==> src/rtl/lsu_dmem_if.sv <==
// Request/response handshake between the CPU pipeline and the load/store unit.
// The master modport is the CPU side; the slave modport is the LSU.
interface lsu_dmem_if;
    logic        req_valid;
    logic        req_ready;
    logic        req_we;
    logic [2:0]  req_memop;
    logic [31:0] req_addr;
    logic [31:0] req_wdata;
    logic        resp_valid;
    logic [31:0] resp_rdata;
    logic        resp_err;

    modport master (
        output req_valid, req_we, req_memop, req_addr, req_wdata,
        input  req_ready, resp_valid, resp_rdata, resp_err
    );

    modport slave (
        input  req_valid, req_we, req_memop, req_addr, req_wdata,
        output req_ready, resp_valid, resp_rdata, resp_err
    );
endinterface

==> src/rtl/lsu_dmem.sv <==
// lsu_dmem: RV32 load/store unit driving a word-addressed data memory port.
// Define MISALIGNED_EN to split word-crossing accesses over two memory cycles.
module lsu_dmem #(
    parameter int AW = 15
) (
    input  logic          clk,
    input  logic          rstn,
    lsu_dmem_if.slave     bus,
    output logic [AW-1:0] dmem_rdaddress,
    output logic [AW-1:0] dmem_wraddress,
    output logic          dmem_wren,
    output logic [3:0]    dmem_byteena,
    output logic [31:0]   dmem_data,
    input  logic [31:0]   dmem_q
);

    typedef enum logic [1:0] {IDLE, ACC1, ACC2, RESP} state_t;

    state_t        state_q, state_d;
    logic          we_q;
    logic [2:0]    memop_q;
    logic [AW+1:0] addr_q;
    logic [31:0]   wdata_q;
    logic          err_q;
    logic [31:0]   w0_q;
    logic [AW-1:0] wordAddr_q, wordAddr_d;
    logic          reqErr;
    logic [31:0]   loadRaw, loadExt;

    function automatic logic [3:0] sizeMask(input logic [1:0] sz);
        case (sz)
            2'b00:   sizeMask = 4'b0001;
            2'b01:   sizeMask = 4'b0011;
            default: sizeMask = 4'b1111;
        endcase
    endfunction

    function automatic logic illegalOp(input logic we, input logic [2:0] memop);
        if (we) illegalOp = memop[2] | (memop[1:0] == 2'b11);
        else    illegalOp = (memop == 3'b011) | (memop[2:1] == 2'b11);
    endfunction

    // An access crosses into the next word when offset plus size exceeds four bytes.
    function automatic logic crossesWord(input logic [1:0] sz, input logic [1:0] off);
        crossesWord = ((sz == 2'b01) && (off == 2'b11)) || ((sz == 2'b10) && (off != 2'b00));
    endfunction

`ifdef MISALIGNED_EN
    logic [31:0] w1_q;
    logic [7:0]  laneMask;
    logic [63:0] laneData;

    assign reqErr   = illegalOp(bus.req_we, bus.req_memop);
    assign laneMask = {4'b0000, sizeMask(memop_q[1:0])} << addr_q[1:0];
    assign laneData = {32'b0, wdata_q} << {addr_q[1:0], 3'b000};
    assign loadRaw  = 32'({w1_q, w0_q} >> {addr_q[1:0], 3'b000});
`else
    logic [3:0]  laneMask;
    logic [31:0] laneData;

    assign reqErr   = illegalOp(bus.req_we, bus.req_memop)
                    | crossesWord(bus.req_memop[1:0], bus.req_addr[1:0]);
    assign laneMask = sizeMask(memop_q[1:0]) << addr_q[1:0];
    assign laneData = wdata_q << {addr_q[1:0], 3'b000};
    assign loadRaw  = w0_q >> {addr_q[1:0], 3'b000};
`endif

    always_comb begin
        case (memop_q)
            3'b000:  loadExt = {{24{loadRaw[7]}}, loadRaw[7:0]};
            3'b001:  loadExt = {{16{loadRaw[15]}}, loadRaw[15:0]};
            3'b100:  loadExt = {24'b0, loadRaw[7:0]};
            3'b101:  loadExt = {16'b0, loadRaw[15:0]};
            default: loadExt = loadRaw;
        endcase
    end

    // The memory address is combinational so loads see dmem_q in the same ACC cycle.
    always_comb begin
        state_d        = state_q;
        wordAddr_d     = wordAddr_q;
        bus.req_ready  = 1'b0;
        bus.resp_valid = 1'b0;
        bus.resp_rdata = 32'b0;
        bus.resp_err   = 1'b0;
        dmem_wren      = 1'b0;
        dmem_byteena   = 4'b0;
        dmem_data      = 32'b0;
        case (state_q)
            IDLE: begin
                bus.req_ready = 1'b1;
                if (bus.req_valid) state_d = reqErr ? RESP : ACC1;
            end
            ACC1: begin
                wordAddr_d = addr_q[AW+1:2];
                if (we_q) begin
                    dmem_wren    = 1'b1;
                    dmem_byteena = laneMask[3:0];
                    dmem_data    = laneData[31:0];
                end
`ifdef MISALIGNED_EN
                state_d = crossesWord(memop_q[1:0], addr_q[1:0]) ? ACC2 : RESP;
`else
                state_d = RESP;
`endif
            end
`ifdef MISALIGNED_EN
            ACC2: begin
                wordAddr_d = addr_q[AW+1:2] + AW'(1);
                if (we_q) begin
                    dmem_wren    = 1'b1;
                    dmem_byteena = laneMask[7:4];
                    dmem_data    = laneData[63:32];
                end
                state_d = RESP;
            end
`endif
            RESP: begin
                bus.resp_valid = 1'b1;
                bus.resp_err   = err_q;
                bus.resp_rdata = (err_q || we_q) ? 32'b0 : loadExt;
                state_d        = IDLE;
            end
            default: state_d = IDLE;
        endcase
    end

    assign dmem_rdaddress = wordAddr_d;
    assign dmem_wraddress = wordAddr_d;

    always_ff @(posedge clk or negedge rstn) begin
        if (!rstn) begin
            state_q    <= IDLE;
            we_q       <= 1'b0;
            memop_q    <= 3'b0;
            addr_q     <= '0;
            wdata_q    <= 32'b0;
            err_q      <= 1'b0;
            w0_q       <= 32'b0;
`ifdef MISALIGNED_EN
            w1_q       <= 32'b0;
`endif
            wordAddr_q <= '0;
        end else begin
            state_q    <= state_d;
            wordAddr_q <= wordAddr_d;
            if (state_q == IDLE && bus.req_valid) begin
                we_q    <= bus.req_we;
                memop_q <= bus.req_memop;
                addr_q  <= bus.req_addr[AW+1:0];
                wdata_q <= bus.req_wdata;
                err_q   <= reqErr;
            end
            if (state_q == ACC1 && !we_q) w0_q <= dmem_q;
`ifdef MISALIGNED_EN
            if (state_q == ACC2 && !we_q) w1_q <= dmem_q;
`endif
        end
    end

endmodule

==> src/flat_wrapper.sv <==
// flat-port wrapper written by rule: the top's interface ports become plain ports
module lsu_dmem_flat 
#(
    parameter int AW = 15
)
  (clk, rstn, dmem_rdaddress, dmem_wraddress, dmem_wren, dmem_byteena, dmem_data, dmem_q, bus_req_valid, bus_req_we, bus_req_memop, bus_req_addr, bus_req_wdata, bus_req_ready, bus_resp_valid, bus_resp_rdata, bus_resp_err);
  lsu_dmem_if bus_i ();
  input  logic clk;
  input  logic rstn;
  output logic [AW-1:0] dmem_rdaddress;
  output logic [AW-1:0] dmem_wraddress;
  output logic dmem_wren;
  output logic [3:0] dmem_byteena;
  output logic [31:0] dmem_data;
  input  logic [31:0] dmem_q;
  input wire logic [$bits(bus_i.req_valid)-1:0] bus_req_valid;
  input wire logic [$bits(bus_i.req_we)-1:0] bus_req_we;
  input wire logic [$bits(bus_i.req_memop)-1:0] bus_req_memop;
  input wire logic [$bits(bus_i.req_addr)-1:0] bus_req_addr;
  input wire logic [$bits(bus_i.req_wdata)-1:0] bus_req_wdata;
  output wire logic [$bits(bus_i.req_ready)-1:0] bus_req_ready;
  output wire logic [$bits(bus_i.resp_valid)-1:0] bus_resp_valid;
  output wire logic [$bits(bus_i.resp_rdata)-1:0] bus_resp_rdata;
  output wire logic [$bits(bus_i.resp_err)-1:0] bus_resp_err;
  assign bus_i.req_valid = bus_req_valid;
  assign bus_i.req_we = bus_req_we;
  assign bus_i.req_memop = bus_req_memop;
  assign bus_i.req_addr = bus_req_addr;
  assign bus_i.req_wdata = bus_req_wdata;
  assign bus_req_ready = bus_i.req_ready;
  assign bus_resp_valid = bus_i.resp_valid;
  assign bus_resp_rdata = bus_i.resp_rdata;
  assign bus_resp_err = bus_i.resp_err;
  lsu_dmem #(.AW(AW)) u_core (.clk(clk), .rstn(rstn), .bus(bus_i), .dmem_rdaddress(dmem_rdaddress), .dmem_wraddress(dmem_wraddress), .dmem_wren(dmem_wren), .dmem_byteena(dmem_byteena), .dmem_data(dmem_data), .dmem_q(dmem_q));
endmodule
==> config.mk <==
export PLATFORM = sky130hd
export DESIGN_NAME = lsu_dmem_flat
export DESIGN_NICKNAME = d
export VERILOG_FILES = /design/src/rtl/lsu_dmem_if.sv /design/src/rtl/lsu_dmem.sv /design/src/flat_wrapper.sv
export SDC_FILE = /design/constraint.sdc
export NUM_CORES = 1
export LEC_CHECK = 0
export BUFFER_PORTS_ARGS = -buffer_cell sky130_fd_sc_hd__buf_4
export CORE_MARGIN = 2
export CORE_UTILIZATION = 40
export CTS_CLUSTER_DIAMETER = 150
export DETAILED_ROUTE_END_ITERATION = 16
export HOLD_SLACK_MARGIN = 0.15
export PLACE_DENSITY_LB_ADDON = 0.15
export SYNTH_ARGS = -nofsm -noshare
export SYNTH_HDL_FRONTEND = slang
export SYNTH_SLANG_ARGS = --single-unit
==> constraint.sdc <==
create_clock -name clk -period 5.18 [get_ports clk]
set_input_delay 0.777 -clock clk [delete_from_list [all_inputs] [get_ports clk]]
set_output_delay 0.777 -clock clk [all_outputs]
set_load 0.1 [all_outputs]
# == Word-level counts from Yosys, hierarchy flattened ==
# Index checks and enable logic that the tools add are counted.
# totals
register_bits,103
input_bits,103
# op_classes
bitwise_logic,3
n_shift,3
n_mux,18
reduce_logical,11
n_eq_ne,13
# op_table
op,count
32-bit 2-to-1 mux,4
32-bit case mux with 4 select lines,1
32-bit by 5-bit left shift with 32-bit output,1
32-bit by 5-bit right shift with 32-bit output,1
15-bit 2-to-1 mux,1
"2-bit equality test, second input constant",5
4-bit 2-to-1 mux,2
4-bit case mux with 2 select lines,1
"2-bit by 1-bit equality test with 1-bit output, second input constant",3
"3-bit equality test, second input constant",2
1-bit 2-to-1 mux,6
1-bit logical AND,4
2-bit logical NOT,2
2-bit 2-to-1 mux,2
2-bit case mux with 2 select lines,1
4-bit by 2-bit left shift with 4-bit output,1
"3-bit by 1-bit equality test with 1-bit output, second input constant",1
"3-bit by 2-bit equality test with 1-bit output, second input constant",1
3-bit logical NOT,1
1-bit bitwise OR,3
1-bit logical OR,2
"2-bit != test, second input constant",1
2-bit nonzero test,1
1-bit logical NOT,1

# == Depth between registers and ports, before layout ==
# Gate-level depths: netlist of run 1.
# depth
ltp_word,7
depth_mapped,6
depth_no_buf,4

# == Worst setup path before layout of run 1 ==
# Ideal clock, no wire load.
# synth_timing
kind,register to output
start,reg u_core.addr_q[0]
end,out bus_resp_rdata[0]
required_ps,4403
t_arrival_ps,3479
path_stages_with_launch,6
path_slack_ps,924
cell_sequence,dfrtp_1 buf_2 buf_1 clkbuf_1 a211oi_1 a211oi_1
# synth_between
elab_chain_cells,4
# synth_rtl
item,line,source
"start, declared",lsu_dmem.sv:22,logic [AW+1:0] addr_q;
"start signal, assigned",lsu_dmem.sv:150,addr_q <= bus.req_addr[AW+1:0];
32-bit by 5-bit right shift with 32-bit output,lsu_dmem.sv:65,"assign loadRaw = w0_q >> {addr_q[1:0], 3'b000};"
32-bit case mux with 4 select lines,lsu_dmem.sv:69,case (memop_q)
32-bit 2-to-1 mux,lsu_dmem.sv:121,bus.resp_rdata = (err_q || we_q) ? 32'b0 : loadExt;
32-bit 2-to-1 mux,lsu_dmem.sv:89,case (state_q)
"end, declared",flat_wrapper.sv:23,output wire logic [$bits(bus_i.resp_rdata)-1:0] bus_resp_rdata;
# Every way passes these cells.

# == Final worst setup path of run 1 ==
# layout_timing
start,reg u_core.we_q
end,out bus_resp_rdata[31]
# layout_between
elab_chain_cells,3
# layout_rtl
item,line,source
"start, declared",lsu_dmem.sv:20,logic we_q;
"start signal, assigned",lsu_dmem.sv:148,we_q <= bus.req_we;
1-bit logical OR,lsu_dmem.sv:121,
32-bit 2-to-1 mux,lsu_dmem.sv:121,
32-bit 2-to-1 mux,lsu_dmem.sv:89,
# Every way passes these cells.

==> qor.json, run 1 <==
{
  "drt-pass1-iter-count": {"value": 4},
  "area_growth": {"value": 31.9, "unit": "%"},
  "reg2reg_to": {"value": "u_core.wdata_q[23]"},
  "synth_top_cells_by_area": {"value": "sky130_fd_sc_hd__dfrtp_1 (48%), sky130_fd_sc_hd__mux2_2 (18%), sky130_fd_sc_hd__mux2i_1 (6.0%)"},
  "hold_class": {"value": "flip-flop to flip-flop"},
  "yosysSeqAreaShare": {"value": 0.484},
  "antenna_found_initial": {"value": 0},
  "synthDominantCellAreaShare": {"value": 0.484},
  "fp.dieW": {"value": 119, "unit": "µm"},
  "grt_overflow_total": {"value": 0},
  "worstSetupEndpoint": {"value": "bus_resp_rdata[31]"},
  "hold_viol": {"value": 0},
  "critPathMaxStageDelay": {"value": 0.76, "unit": "ns"},
  "worst_r2r_startpoint": {"value": "u_core.state_q[0]"},
  "design.die.area": {"value": 14200, "unit": "µm²"},
  "drcViolationCount": {"value": 0},
  "multi_input_comb_area": {"value": 2480, "unit": "µm²"},
  "ctsHtreeMaxLevel": {"value": 3},
  "clock_latency_late_sink": {"value": 0.35, "unit": "ns"},
  "rsz0062_at_grt": {"value": "false"},
  "post_cts.repair.setup_buffers": {"value": 0},
  "final_nets": {"value": 749},
  "tritoncts": {"value": "yes"},
  "report.final.setup_viol": {"value": 0},
  "data_required_critical_path": {"value": 4.40, "unit": "ns"},
  "period_needed": {"value": 4.14, "unit": "ns"},
  "worst_clock_skew": {"value": 0.00943, "unit": "ns"},
  "vias_per_cell": {"value": 5.06},
  "synth_top_flop_cell": {"value": "sky130_fd_sc_hd__dfrtp_1"},
  "cell_rows": {"value": 42},
  "num-fill-cells": {"value": 1238},
  "cts.path.max_buffers": {"value": 2},
  "synth_edf_count": {"value": 0},
  "timing_max_transition_violations_final": {"value": 0},
  "syn_inst": {"value": 491},
  "maxCapViolCount": {"value": 0},
  "detailedRoute.firstIterationViolations": {"value": 282},
  "number_of_vias_in_the_routed_layout": {"value": 4181},
  "place.gp.congestion": {"value": 0.792},
  "slew_at_the_pin_closest_to_its_max_slew_limit": {"value": 1.15, "unit": "ns"},
  "clock_net_sink_count": {"value": 103},
  "ys_warn_count": {"value": 0},
  "synthArstFlopShare": {"value": 1.00},
  "finalWirelength": {"value": 13700, "unit": "µm"},
  "cp-startpoint": {"value": "u_core.we_q"},
  "nature_of_the_critical_path_startpoint": {"value": "flip-flop"},
  "relSlewSlack": {"value": 0.234},
  "placeableCoreArea": {"value": 13100, "unit": "µm²"},
  "antenna_left": {"value": 0},
  "grt_pass1_vias": {"value": 4110},
  "timing.critical_path.arrival": {"value": 3.36, "unit": "ns"},
  "grtUsageTotal": {"value": 0.195},
  "synth-seq-cells": {"value": 103},
  "wire_per_inst": {"value": 16.6, "unit": "µm"},
  "endpoint_kind": {"value": "primary output"},
  "mostFrequentLayoutCell": {"value": "sky130_fd_sc_hd__buf_4"},
  "cpMaxStageDelayCell": {"value": "sky130_fd_sc_hd__nand4bb_1"},
  "num_antenna_cells": {"value": 0},
  "timing.setup.tns": {"value": 0, "unit": "ns"},
  "fmax": {"value": 0.242, "unit": "GHz"},
  "cts-resized-gates": {"value": 0},
  "layout.cells.most_common_list": {"value": "sky130_fd_sc_hd__buf_4 (194), sky130_fd_sc_hd__dfrtp_1 (101), sky130_fd_sc_hd__mux2_2 (86)"},
  "grt_start_max_net_pins": {"value": 66},
  "worst-setup-path-type": {"value": "flip-flop to primary output"},
  "post_route_cells_drive_above_1_share": {"value": 0.464},
  "dp_hpwl": {"value": 9750, "unit": "µm"},
  "cts.clk_slew.worst_paths": {"value": 0.07, "unit": "ns"},
  "cts-buffers-inserted": {"value": 9},
  "synth_fp_nets": {"value": 594},
  "numPortBuffers": {"value": 189},
  "post_synth_instance_area": {"value": 5320, "unit": "µm²"},
  "critPathMaxFanout": {"value": 18},
  "start_util": {"value": 0.405},
  "io-pin-count": {"value": 205},
  "ff_latch_area": {"value": 2580, "unit": "µm²"},
  "rr_worst_depth": {"value": 4},
  "root_buffer": {"value": "sky130_fd_sc_hd__clkbuf_16"},
  "synthDistinctLibCells": {"value": 31},
  "die_y": {"value": 119, "unit": "µm"},
  "grt_first_pass_wirelength": {"value": 21700, "unit": "µm"},
  "crit_path_cell_trace": {"value": "nand4bb_1 > or3_1 > nor2_1 > a21o_1 > buf_4"},
  "cts_hold_repair.buffers": {"value": 0},
  "post-synth-top-area-cell": {"value": "sky130_fd_sc_hd__dfrtp_1"},
  "period_share": {"value": 0.799},
  "synthesis.area_per_instance": {"value": 10.8, "unit": "µm²"},
  "r2r_slack": {"value": 3.04, "unit": "ns"},
  "outcome": {"value": "complete, no violations"}
}
==> cells in the mapped netlist, drive strengths merged, types with 2 or more instances <==
cell type and count:
mux2i 32, or2 2, nand2 47, a211oi 32, nor2 41, dfrtp 103, a21o 9, or3 3
and2 17, mux2 86, clkbuf 18, a21oi 19, o21ai 19, buf 32, nor2b 17, inv 3
==> routing by layer <==
layer | vias to the layer above | track usage | part of all wire
li1 | 2021 | - | -
met4 | 0 | 0.0515 | 0.012
met3 | 12 | 0.0776 | 0.088
met5 | - | 0 | 0
met1 | 2014 | 0.263 | 0.44
met2 | 134 | 0.293 | 0.46
==> cell families (layout without fill, tap and decap cells) <==
kind of cell	Yosys count	after routing	share of synthesized area
muxes	118	118	0.242
buffers and inverters	53	213	0.0510
and+or+nand+nor	134	134	0.119
AOI/OAI and AO/OA	83	83	0.104
DFF	103	103	0.484
==> state kept, by name, indices dropped and copies added (netlist names) <==
register           count
u_core.addr_q         17
u_core.err_q           1
u_core.memop_q         3
u_core.state_q         2
u_core.w0_q           32
u_core.wdata_q        32
u_core.we_q            1
u_core.wordAddr_q     15
==> per-stage QoR <==
stage | std cells | setup slack (ns) | utilization | hold slack [ns] | instance area (µm²)
after floorplan | 491 | 0.924 | - | 0.473 | 5320
after global placement | 811 | 1.44 | 0.513 | 0.479 | 6740
after detailed placement | 811 | 1.40 | 0.513 | 0.485 | 6740
after CTS | 827 | 0.994 | 0.534 | 0.504 | 7020
after global routing | 827 | 0.716 | 0.534 | 0.522 | 7020
final | 827 | 1.04 | 0.534 | 0.495 | 7020
==> worst min-delay path by stage <==
stage | from | endpoint | slack, ns | cells past startpoint
after global routing | u_core.w0_q[4] | u_core.w0_q[4] | 0.52 | 1
after global placement | u_core.wordAddr_q[4] | u_core.wordAddr_q[4] | 0.48 | 2
after detailed placement | u_core.wordAddr_q[12] | u_core.wordAddr_q[12] | 0.48 | 2
after floorplan | u_core.wdata_q[31] | u_core.wdata_q[31] | 0.47 | 1
after CTS | u_core.wordAddr_q[14] | u_core.wordAddr_q[14] | 0.50 | 2
final | u_core.wordAddr_q[14] | u_core.wordAddr_q[14] | 0.50 | 2
==> final cells by class <==
type                    instances  area share
well taps                     176      0.0314
inverters                       3     0.00160
multi-input cells             335       0.353
clock buffers                  10      0.0326
repair buffers                194       0.208
flip-flops and latches        103       0.368
clock inverters                 6     0.00624
==> critical path, delay by kind of cell (launching register included) <==
family	cells	cell delay, ns
AND/OR/NAND/NOR	3	2.06
flip-flops	1	0.42
buffers and inverters	1	0.29
AO/OA/AOI/OAI	1	0.23
Power of run 1 is left out: the tool's default activity adds up to more than one toggle a clock period on the data nets, which glitch-free logic cannot reach.
==> run 2: changes to the inputs <==
--- a/config.mk
+++ b/config.mk
@@ -5,6 +5,7 @@
 export SDC_FILE = /design/constraint.sdc
 export NUM_CORES = 1
 export LEC_CHECK = 0
+export ABC_AREA = 1
 export BUFFER_PORTS_ARGS = -buffer_cell sky130_fd_sc_hd__buf_4
 export CORE_MARGIN = 2
 export CORE_UTILIZATION = 40
==> constraint.sdc (replaced) <==
create_clock -name clk -period 4 [get_ports clk]
set_input_delay 0.6 -clock clk [delete_from_list [all_inputs] [get_ports clk]]
set_output_delay 0.6 -clock clk [all_outputs]
set_load 0.1 [all_outputs]
==> run 2 against run 1 <==
Effect of this change:
- clock skew fell by 0.0029 ns
- non-clock buffer count is 1 higher
- critical path depth fell by 1
- final area grew 2.7%
- global-route usage up 1.9 points
- critical path type unchanged
- critical endpoint is now bus_resp_rdata[15]
==> qor.json, run 2 <==
{
  "grt_first_pass_wirelength": {"value": 24900, "unit": "µm", "change": "+15%"},
  "synth-simple-area-share": {"value": 0.353, "change": "+0.234"},
  "ys_warn_count": {"value": 0, "change": "unchanged"},
  "layout.cells.most_common_list": {"value": "sky130_fd_sc_hd__nand2_1 (353), sky130_fd_sc_hd__buf_4 (195), sky130_fd_sc_hd__dfrtp_1 (102)"},
  "post-synth-top-count-cell": {"value": "sky130_fd_sc_hd__nand2_1"},
  "reg_top3": {"value": "u_core.w0_q: 32 flops, u_core.wdata_q: 32 flops, u_core.addr_q: 17 flops"},
  "cts_hold_repair.buffers": {"value": 0, "change": "unchanged"},
  "hold_class": {"value": "input port to asynchronous set/reset pin"},
  "drt-pass1-iter-count": {"value": 5, "change": "+1"},
  "report.final.setup_viol": {"value": 0, "change": "unchanged"},
  "num-fill-cells": {"value": 1413, "change": "+14%"},
  "cell_rows": {"value": 43, "change": "+2.4%"},
  "num_antenna_cells": {"value": 0, "change": "unchanged"},
  "synthDominantCellAreaShare": {"value": 0.465, "change": "-0.0195"},
  "post-synth-top-area-cell": {"value": "sky130_fd_sc_hd__dfrtp_1"},
  "period_needed": {"value": 3.28, "unit": "ns"},
  "endpoint_kind": {"value": "primary output"},
  "hold_viol": {"value": 0, "change": "unchanged"},
  "synthDistinctLibCells": {"value": 24, "change": "-23%"},
  "grt_start_max_net_pins": {"value": 85, "change": "+29%"},
  "design.die.area": {"value": 14800, "unit": "µm²", "change": "+4.0%"},
  "grt_pass1_vias": {"value": 4912, "change": "+20%"},
  "nature_of_the_critical_path_startpoint": {"value": "flip-flop"},
  "data_required_critical_path": {"value": 3.40, "unit": "ns", "change": "-1.00 ns"},
  "grtUsageTotal": {"value": 0.214, "change": "+0.0186"},
  "finish.utilization": {"value": 0.525, "change": "-0.00888"},
  "cts-resized-gates": {"value": 0, "change": "unchanged"},
  "synth-compound-area-share": {"value": 0.0788, "change": "-0.0252"},
  "dominant_combinational_cell_family_by_area_after_synthesis": {"value": "simple AND/OR/NAND/NOR gates"},
  "yosysSeqAreaShare": {"value": 0.465, "change": "-0.0195"},
  "start_util": {"value": 0.404, "change": "-0.000944"},
  "antenna_found_initial": {"value": 0, "change": "unchanged"},
  "cts.clk_slew.worst_paths": {"value": 0.07, "unit": "ns", "change": "about the same"},
  "rsz0062_at_grt": {"value": "false"},
  "vias_per_cell": {"value": 4.92, "change": "-2.8%"},
  "synth_top_cells_by_area": {"value": "sky130_fd_sc_hd__dfrtp_1 (46%), sky130_fd_sc_hd__nand2_1 (24%), sky130_fd_sc_hd__nand3_1 (6.2%)"},
  "io-pin-count": {"value": 205, "change": "unchanged"},
  "root_buffer": {"value": "sky130_fd_sc_hd__clkbuf_16"},
  "clock_net_sink_count": {"value": 103, "change": "unchanged"},
  "worst-setup-path-type": {"value": "flip-flop to primary output"},
  "worst_r2r_startpoint": {"value": "u_core.state_q[1]"},
  "ff_latch_area": {"value": 2580, "unit": "µm²", "change": "about the same"},
  "ctsHtreeMaxLevel": {"value": 3, "change": "unchanged"},
  "synth.mux.area_fraction": {"value": 0.0144, "change": "-0.228"},
  "cts-buffers-inserted": {"value": 9, "change": "unchanged"},
  "tritoncts": {"value": "yes"},
  "synth_adder_area_share": {"value": 0, "change": "unchanged"},
  "multi_input_comb_area": {"value": 2480, "unit": "µm²", "change": "+0.10%"},
  "r2r_slack": {"value": 1.94, "unit": "ns", "change": "-1.10 ns"},
  "cts.path.max_buffers": {"value": 2, "change": "unchanged"},
  "synth_top_flop_cell": {"value": "sky130_fd_sc_hd__dfrtp_1"},
  "area_growth": {"value": 30.0, "unit": "%"},
  "synthesis.area_per_instance": {"value": 7.24, "unit": "µm²", "change": "-33%"},
  "fmax": {"value": 0.305, "unit": "GHz"},
  "numPortBuffers": {"value": 189, "change": "unchanged"},
  "detailedRoute.firstIterationViolations": {"value": 380, "change": "+35%"},
  "grt_overflow_total": {"value": 0, "change": "unchanged"},
  "dp_hpwl": {"value": 10500, "unit": "µm", "change": "+8.1%"},
  "timing.critical_path.arrival": {"value": 2.68, "unit": "ns", "change": "-0.68 ns"},
  "clock_latency_late_sink": {"value": 0.35, "unit": "ns", "change": "about the same"},
  "post_synth_instance_area": {"value": 5540, "unit": "µm²", "change": "+4.2%"},
  "slew_at_the_pin_closest_to_its_max_slew_limit": {"value": 1.08, "unit": "ns", "change": "-0.0669 ns"},
  "synth-seq-cells": {"value": 103, "change": "unchanged"},
  "post_route_cells_drive_above_1_share": {"value": 0.257, "change": "-0.207"},
  "finalWirelength": {"value": 15500, "unit": "µm", "change": "+13%"},
  "placeableCoreArea": {"value": 13700, "unit": "µm²", "change": "+4.4%"},
  "maxCapViolCount": {"value": 0, "change": "unchanged"},
  "die_y": {"value": 122, "unit": "µm", "change": "+2.0%"},
  "relSlewSlack": {"value": 0.280, "change": "+0.0462"},
  "post_cts.repair.setup_buffers": {"value": 0, "change": "unchanged"},
  "reg2reg_to": {"value": "u_core.w0_q[18]"},
  "synth_fp_nets": {"value": 869, "change": "+46%"},
  "final_nets": {"value": 1013, "change": "+35%"},
  "synth.cells.most_frequent": {"value": "sky130_fd_sc_hd__nand2_1 (353), sky130_fd_sc_hd__dfrtp_1 (103), sky130_fd_sc_hd__nand3_1 (69)"},
  "mostFrequentLayoutCell": {"value": "sky130_fd_sc_hd__nand2_1"},
  "timing_max_transition_violations_final": {"value": 0, "change": "unchanged"},
  "timing.setup.tns": {"value": 0, "unit": "ns", "change": "unchanged"},
  "critPathMaxFanout": {"value": 36, "change": "+18"},
  "rr_worst_depth": {"value": 7, "change": "+3"},
  "fp.dieW": {"value": 122, "unit": "µm", "change": "+2.0%"},
  "drcViolationCount": {"value": 0, "change": "unchanged"},
  "syn_inst": {"value": 766, "change": "+56%"},
  "wire_per_inst": {"value": 14.2, "unit": "µm", "change": "-14%"},
  "synth_edf_count": {"value": 0, "change": "unchanged"},
  "worst_clock_skew": {"value": 0.00649, "unit": "ns", "change": "-0.00294 ns"},
  "period_share": {"value": 0.821},
  "synthArstFlopShare": {"value": 1.00, "change": "unchanged"},
  "antenna_left": {"value": 0, "change": "unchanged"},
  "place.gp.congestion": {"value": 0.838, "change": "+5.8%"},
  "synth_xor_xnor_area_share": {"value": 0, "change": "unchanged"},
  "number_of_vias_in_the_routed_layout": {"value": 5378, "change": "+29%"},
  "outcome": {"value": "complete, no violations"}
}
## run 2: changes by cell type in the layout (fill, tap and decap cells not counted), sizes merged, moves of 7 or more
cell | previous run | this run
mux2i | 32 | 8
nor2b | 17 | 0
inv | 5 | 39
mux2 | 86 | 0
nand3 | 0 | 73
a211oi | 32 | 0
nand2 | 47 | 356
o21ai | 19 | 40
and2 | 17 | 0
a21o | 9 | 0
a21oi | 19 | 26
o22ai | 0 | 16
## run 2: worst max path at each step
stage	from	end	cells after the start
after floorplan	u_core.state_q[1]	bus_resp_rdata[14]	5
final	u_core.we_q	bus_resp_rdata[15]	4
after global placement	u_core.addr_q[1]	dmem_data[18]	4
after detailed placement	u_core.we_q	bus_resp_rdata[15]	4
after global routing	u_core.we_q	bus_resp_rdata[23]	6
after CTS	u_core.we_q	bus_resp_rdata[15]	4
## run 2: critical path, stage by stage, from the launching register on
cell	delay, ns
sky130_fd_sc_hd__dfrtp_1	0.37
sky130_fd_sc_hd__inv_2	0.50
sky130_fd_sc_hd__nand3_2	0.69
sky130_fd_sc_hd__a21oi_1	0.41
sky130_fd_sc_hd__buf_4	0.35
## run 2: kinds of logic after synthesis
kind of cell,Yosys count
buf+inv,99
simple gates,473
flops,103
compound gates,83
mux,8
## run 2: final cells by class
type,count,area share
Inverter,37,0.0196
Tap cell,180,0.0313
Clock inverter,6,0.0128
Clock buffer,9,0.0313
Multi-Input combinational cell,564,0.344
Timing Repair Buffer,195,0.203
Sequential cell,103,0.358
## run 2: per-layer routing
metal	routed length [µm]	share of wire	up-vias	GRT usage
li1	-	-	2692	-
met1	6830	0.44	2493	0.292
met2	7380	0.47	181	0.340
met3	1160	0.075	12	0.0492
met4	178	0.011	0	0.0639
met5	0	0	-	0
## run 2: per-stage QoR
step / hold slack (ns) / instance area, µm² / std cells / worst slack, ns
2_1_floorplan: 0.304 / 5540 / 766 / 0.352
3_3_place_gp: 0.454 / 6890 / 1079 / 1.10
3_5_place_dp: 0.458 / 6890 / 1079 / 1.12
4_1_cts: 0.432 / 7210 / 1094 / 0.728
5_1_grt: 0.433 / 7210 / 1094 / 0.440
6_report: 0.407 / 7210 / 1094 / 0.717
Power of run 2 is left out for the same reason.
